[config.mk]
export PLATFORM = sky130hd
export DESIGN_NAME = id_exe_pipe_reg_flat
export DESIGN_NICKNAME = d
export VERILOG_FILES = /design/src/rtl/id_exe_pkg.sv /design/src/rtl/id_exe_pipe_reg_if.sv /design/src/rtl/pipe_skid_buf.sv /design/src/rtl/id_exe_pipe_reg.sv /design/src/flat_wrapper.sv
export SDC_FILE = /design/constraint.sdc
export NUM_CORES = 1
export LEC_CHECK = 0
export CAP_MARGIN = 40
export CORE_AREA = 2 2 128 130
export CTS_CLUSTER_SIZE = 24
export DETAILED_ROUTE_END_ITERATION = 6
export DIE_AREA = 0 0 130 132
export HOLD_SLACK_MARGIN = 0.06
export PLACE_DENSITY = 0.8
export SYNTH_ARGS = -nofsm -noshare
export SYNTH_HDL_FRONTEND = slang
export SYNTH_SLANG_ARGS = --single-unit
export TNS_END_PERCENT = 5
[constraint.sdc]
create_clock -name clk -period 4.2 [get_ports clk]
set_input_delay 1.26 -clock clk [delete_from_list [all_inputs] [get_ports clk]]
set_output_delay 1.26 -clock clk [all_outputs]
set_load 0.01 [all_outputs]
[src/rtl/id_exe_pkg.sv]
// id_exe_pkg: shared widths, field offsets and FSM states
// for the ID->EXE pipeline register.
package id_exe_pkg;
  localparam int ID_CTRL_W = 9;
  localparam int ID_DATA_W = 143;
  localparam int ID_CNT_W  = 16;

  localparam int EXE_CMD_LSB = 0;
  localparam int EXE_CMD_W   = 6;
  localparam int MEM_CMD_LSB = 6;
  localparam int MEM_CMD_W   = 2;
  localparam int WB_EN_BIT   = 8;

  localparam int REG_W    = 5;
  localparam int WORD_W   = 32;
  localparam int SRC2_LSB = 0;
  localparam int SRC1_LSB = 5;
  localparam int DST_LSB  = 10;
  localparam int REG2_LSB = 15;
  localparam int VAL2_LSB = 47;
  localparam int VAL1_LSB = 79;
  localparam int PC_LSB   = 111;

  localparam logic [ID_CTRL_W-1:0] CTRL_NOP = '0;

  typedef enum logic [1:0] {
    EMPTY,
    ONE,
    FULL
  } pipe_state_t;
endpackage

[src/rtl/id_exe_pipe_reg_if.sv]
// id_exe_pipe_reg_if: ID-side and EXE-side valid/ready
// bundle of the ID->EXE pipeline register.
interface id_exe_pipe_reg_if #(
  parameter int CTRL_W = 9,
  parameter int DATA_W = 143
);
  logic              in_valid;
  logic              in_ready;
  logic [CTRL_W-1:0] in_ctrl;
  logic [DATA_W-1:0] in_data;
  logic              out_valid;
  logic              out_ready;
  logic [CTRL_W-1:0] out_ctrl;
  logic [DATA_W-1:0] out_data;

  modport master (
    output in_valid, in_ctrl, in_data, out_ready,
    input  in_ready, out_valid, out_ctrl, out_data
  );

  modport slave (
    input  in_valid, in_ctrl, in_data, out_ready,
    output in_ready, out_valid, out_ctrl, out_data
  );
endinterface

[src/rtl/pipe_skid_buf.sv]
// pipe_skid_buf: single skid entry holding a beat that
// arrived while the output register was stalled.
module pipe_skid_buf #(
  parameter int W = 152
) (
  input  logic         clk,
  input  logic         rst,
  input  logic         i_clr,
  input  logic         i_wr,
  input  logic [W-1:0] i_d,
  output logic [W-1:0] o_q
);
  logic [W-1:0] r_q;

  always_ff @(posedge clk) begin
    if (!rst || i_clr) begin
      r_q <= '0;
    end else if (i_wr) begin
      r_q <= i_d;
    end
  end

  assign o_q = r_q;
endmodule

[src/rtl/id_exe_pipe_reg.sv]
// id_exe_pipe_reg: ID->EXE pipeline register with flush,
// saturating stall counter; ID_EXE_SKID_EN adds a skid entry.
module id_exe_pipe_reg
  import id_exe_pkg::*;
#(
  parameter int CTRL_W = ID_CTRL_W,
  parameter int DATA_W = ID_DATA_W,
  parameter int CNT_W  = ID_CNT_W
) (
  input  logic             clk,
  input  logic             rst,
  input  logic             flush,
  id_exe_pipe_reg_if.slave bus,
  output logic [CNT_W-1:0] stall_cnt
);
  localparam int W = CTRL_W + DATA_W;

  logic              r_valid;
  logic [CTRL_W-1:0] r_ctrl;
  logic [DATA_W-1:0] r_data;
  logic [CNT_W-1:0]  r_cnt;

  logic         w_accept;
  logic         w_consume;
  logic         w_load_in;
  logic         w_load_skid;
  logic         w_drop;
  logic [W-1:0] w_nxt;

  assign w_accept  = bus.in_valid & bus.in_ready;
  assign w_consume = r_valid & bus.out_ready;

`ifdef ID_EXE_SKID_EN
  pipe_state_t  r_state;
  pipe_state_t  w_state_nxt;
  logic         r_rdy;
  logic         w_skid_wr;
  logic [W-1:0] w_skid_q;

  always_ff @(posedge clk) begin
    if (!rst || flush) begin
      r_state <= EMPTY;
      r_rdy   <= 1'b1;
    end else begin
      r_state <= w_state_nxt;
      r_rdy   <= (w_state_nxt != FULL);
    end
  end

  always_comb begin
    w_state_nxt = r_state;
    w_load_in   = 1'b0;
    w_load_skid = 1'b0;
    w_drop      = 1'b0;
    w_skid_wr   = 1'b0;
    unique case (r_state)
      EMPTY: begin
        if (w_accept) begin
          w_state_nxt = ONE;
          w_load_in   = 1'b1;
        end
      end
      ONE: begin
        if (w_accept && w_consume) begin
          w_load_in = 1'b1;
        end else if (w_accept) begin
          w_state_nxt = FULL;
          w_skid_wr   = 1'b1;
        end else if (w_consume) begin
          w_state_nxt = EMPTY;
          w_drop      = 1'b1;
        end
      end
      FULL: begin
        if (w_consume) begin
          w_state_nxt = ONE;
          w_load_skid = 1'b1;
        end
      end
      default: w_state_nxt = EMPTY;
    endcase
  end

  pipe_skid_buf #(
    .W(W)
  ) u_skid (
    .clk  (clk),
    .rst  (rst),
    .i_clr(flush),
    .i_wr (w_skid_wr),
    .i_d  ({bus.in_ctrl, bus.in_data}),
    .o_q  (w_skid_q)
  );

  // ready is registered; rst only masks it while in reset
  assign bus.in_ready = rst & r_rdy;
  assign w_nxt = w_load_skid ? w_skid_q
                             : {bus.in_ctrl, bus.in_data};
`else
  assign w_load_in    = w_accept;
  assign w_load_skid  = 1'b0;
  assign w_drop       = w_consume & ~w_accept;
  assign bus.in_ready = rst & (~r_valid | bus.out_ready);
  assign w_nxt        = {bus.in_ctrl, bus.in_data};
`endif

  always_ff @(posedge clk) begin
    if (!rst) begin
      r_valid <= 1'b0;
      r_ctrl  <= CTRL_W'(CTRL_NOP);
      r_data  <= '0;
    end else if (flush) begin
      r_valid <= 1'b0;
      r_ctrl  <= CTRL_W'(CTRL_NOP);
    end else if (w_load_in || w_load_skid) begin
      r_valid          <= 1'b1;
      {r_ctrl, r_data} <= w_nxt;
    end else if (w_drop) begin
      r_valid <= 1'b0;
      r_ctrl  <= CTRL_W'(CTRL_NOP);
    end
  end

  always_ff @(posedge clk) begin
    if (!rst) begin
      r_cnt <= '0;
    end else if (r_valid && !bus.out_ready && !(&r_cnt)) begin
      r_cnt <= r_cnt + 1'b1;
    end
  end

  assign bus.out_valid = r_valid;
  assign bus.out_ctrl  = r_ctrl;
  assign bus.out_data  = r_data;
  assign stall_cnt     = r_cnt;
endmodule

[src/flat_wrapper.sv]
// flat-port wrapper written by rule: the top's interface ports become plain ports
module id_exe_pipe_reg_flat import id_exe_pkg::*;
#(
  parameter int CTRL_W = ID_CTRL_W,
  parameter int DATA_W = ID_DATA_W,
  parameter int CNT_W  = ID_CNT_W
)
  (clk, rst, flush, stall_cnt, bus_in_valid, bus_in_ctrl, bus_in_data, bus_out_ready, bus_in_ready, bus_out_valid, bus_out_ctrl, bus_out_data);
  id_exe_pipe_reg_if #(.CTRL_W(CTRL_W), .DATA_W(DATA_W)) bus_i ();
  input  logic clk;
  input  logic rst;
  input  logic flush;
  output logic [CNT_W-1:0] stall_cnt;
  input wire logic [$bits(bus_i.in_valid)-1:0] bus_in_valid;
  input wire logic [$bits(bus_i.in_ctrl)-1:0] bus_in_ctrl;
  input wire logic [$bits(bus_i.in_data)-1:0] bus_in_data;
  input wire logic [$bits(bus_i.out_ready)-1:0] bus_out_ready;
  output wire logic [$bits(bus_i.in_ready)-1:0] bus_in_ready;
  output wire logic [$bits(bus_i.out_valid)-1:0] bus_out_valid;
  output wire logic [$bits(bus_i.out_ctrl)-1:0] bus_out_ctrl;
  output wire logic [$bits(bus_i.out_data)-1:0] bus_out_data;
  assign bus_i.in_valid = bus_in_valid;
  assign bus_i.in_ctrl = bus_in_ctrl;
  assign bus_i.in_data = bus_in_data;
  assign bus_i.out_ready = bus_out_ready;
  assign bus_in_ready = bus_i.in_ready;
  assign bus_out_valid = bus_i.out_valid;
  assign bus_out_ctrl = bus_i.out_ctrl;
  assign bus_out_data = bus_i.out_data;
  id_exe_pipe_reg #(.CTRL_W(CTRL_W), .DATA_W(DATA_W), .CNT_W(CNT_W)) u_core (.clk(clk), .rst(rst), .flush(flush), .bus(bus_i), .stall_cnt(stall_cnt));
endmodule
==> results of run 1 <==
-- registers in the layout, indices dropped and copies added, names as in the netlist --
signal	cells
u_core.bus.out_valid	1
u_core.bus.out_data	143
u_core.stall_cnt	16
u_core.bus.out_ctrl	9
-- path summary, 6_finish.rpt --
check,from,endpoint,cells after the start
min,u_core.bus.out_data[52],u_core.bus.out_data[52],2
max reg2reg,u_core.stall_cnt[0],u_core.stall_cnt[10],5
max,bus_out_ready,bus_in_ready,4
min reg2reg,u_core.bus.out_data[52],u_core.bus.out_data[52],2
-- kinds of logic after synthesis --
group,after synthesis,synth area share [%]
simple gates,206,14.07
flops,169,54.88
mux,147,23.87
buf+inv,41,3.146
compound gates,34,3.836
fa+ha+maj,1,0.2029
-- layout by cell type, fill, tap and decap left out, types with 2 or more instances in the layout --
| master | instances |
|---|---|
| nand2b_1 | 6 |
| nor3_1 | 5 |
| or3_1 | 6 |
| clkinv_4 | 4 |
| and3_1 | 2 |
| a21oi_1 | 5 |
| clkbuf_8 | 3 |
| dfxtp_1 | 169 |
| nor2_1 | 157 |
| buf_12 | 2 |
| clkbuf_16 | 17 |
| o211ai_1 | 2 |
| a31oi_1 | 2 |
| buf_4 | 4 |
| o21ai_0 | 7 |
| clkinv_2 | 4 |
| nand2_1 | 11 |
| nor4_1 | 2 |
| clkbuf_1 | 2 |
| nand3_1 | 6 |
| inv_1 | 2 |
| a22oi_1 | 9 |
| nand4_1 | 5 |
| mux2i_1 | 147 |
| o41ai_1 | 3 |
| o311ai_0 | 2 |
| clkdlybuf4s50_1 | 326 |
-- power by group --
group / total, mW / internal, mW / switching, mW
clock network: 1.49 / 0.866 / 0.628
registers: 1.68 / 1.65 / 0.0247
logic: 0.429 / 0.270 / 0.159
total: 3.60 / 2.79 / 0.811
-- final cells by class --
class	instances	area, um2	share of cell area [%]
sequential	169	3383	33.31
timing repair buffer	332	3333	32.82
clock buffer	22	474.2	4.669
clock inverter	10	93.84	0.9240
inverter	3	13.76	0.1355
multi-input combinational	388	2587	25.48
tap	216	270.3	2.661
-- per-layer routing --
metal / up-vias / track usage (%)
met4: 0 / 7.348
li1: 2666 / -
met2: 224 / 33.54
met3: 23 / 8.604
met5: - / 0
met1: 2435 / 21.44
-- critical path, cell delays in order --
cell and delay (ps):
clkdlybuf4s50_1 430, nor2b_1 270, nor2_1 70, clkdlybuf4s50_1 480
==> out/results.ini, run 1 <==
[place]
port_buffers=326
place_ws_ps=427.0
gp_congestion=0.7750
post-place-cells=1108
dp.final_hpwl_mm=12.59
placed_cell_area_um2=9588

[grt]
grt_pass1_wl_mm=26.71
antenna_found_initial=0
grt_pass1_vias=5206
grt_max_degree=80
overflow=0
grt_usage_pct=19.67

[pwr]
powerDensity_nw_per_um2=354.4
p_leak_nw=4.604
ir_worst_vdd_v=0.0002424
p_total_mw=3.599

[layout]
area_delta_synth_final_pct=64.75
utilization_pct=64.64
nNetsFinal=1069
fin_cells=1140
diodes=0
finalInstanceArea_um2=10160
drive_gt1_share_pct=4.221
fillers=1302

[drt]
via_per_inst=4.691
wl_met2_mm=8.353
ant_nets=0
drt_iter0_drc=265
wl_per_cell_um=15.37
highest_layer=met4
m1WireLength_mm=6.942
wirelength_mm=17.52
dr_total_vias=5348
route.met3.wl_mm=1.848
drc=0
drt_first_pass_iters=4

[yosys]
synth_ff_type=dfxtp_1
yosys.cell_count.top_type=dfxtp_1
synthCells=598
synth_edf_count=0
ys_top_cells_by_count=dfxtp_1 (169), nor2_1 (157), mux2i_1 (147), clkbuf_1 (18)
ys_ff_latch=169
yosysSeqAreaShare_pct=54.88
async_flop_share_pct=0
yosysTopAreaCell=dfxtp_1
ys_top_cells_by_area=dfxtp_1 (55%), mux2i_1 (24%), nor2_1 (9.6%)
yosys_warnings=0
synth_cell_type_count=35
synthesis.nets=756
synth_top_area_share_pct=54.88
syn_area_um2=6165
avgSynthCellArea_um2=10.31

[clock_tree]
post_cts.repair.setup_buffers=0
cts.repair.resized=0
clkTransAtPathRegs_ps=60
cts_root_buf=clkbuf_16
htreeDepth=4
numCtsBuffers=17
clock_latency_ps=410
clock_path_buffers=2
cts_hold_buf=0
cts_tree=built
cts.sinks=169

[timing]
fin_crit_sh_pct=90.03
worst_slew_pin_slew_ps=790.9
fin_setup_tns_ps=0
final.min_clock_period_ps=3781
setup_slack_ps=418.9
timing.fmax_ghz=0.2645
hold-worst-slack_ps=493.2
drv_slew=0
slew_headroom_pct=47.27
setup_viol=0
rsz0062_at_grt=no
hold_viol=0
worst_clock_skew_ps=5.839

[worst_setup_path]
crit_arrival_ps=2520
critPathKind=primary input to output port
start_kind=primary input
cp-end-kind=output port
worstPathMaxFanout=4
ff2ff_setup_slack_ps=2230
crit_required_ps=2940

[die]
fp.dieW_um=130
die-area_um2=17160
die_h_um=132
fp.coreArea_um2=15710
floorplan.initialDensity_pct=39.23
rows=46
ios=327

[outcome]
run_status=finished clean

[hold_path]
min_path_type=register to register

[flow_run]
cap_violations=0

(Power assumes the default switching activity.)
==> run 2: changes to the inputs <==
SLEW_MARGIN = 20   (was default)
==> results of run 2 <==
The final DEF is identical to that of run 1; final timing and power are the same.
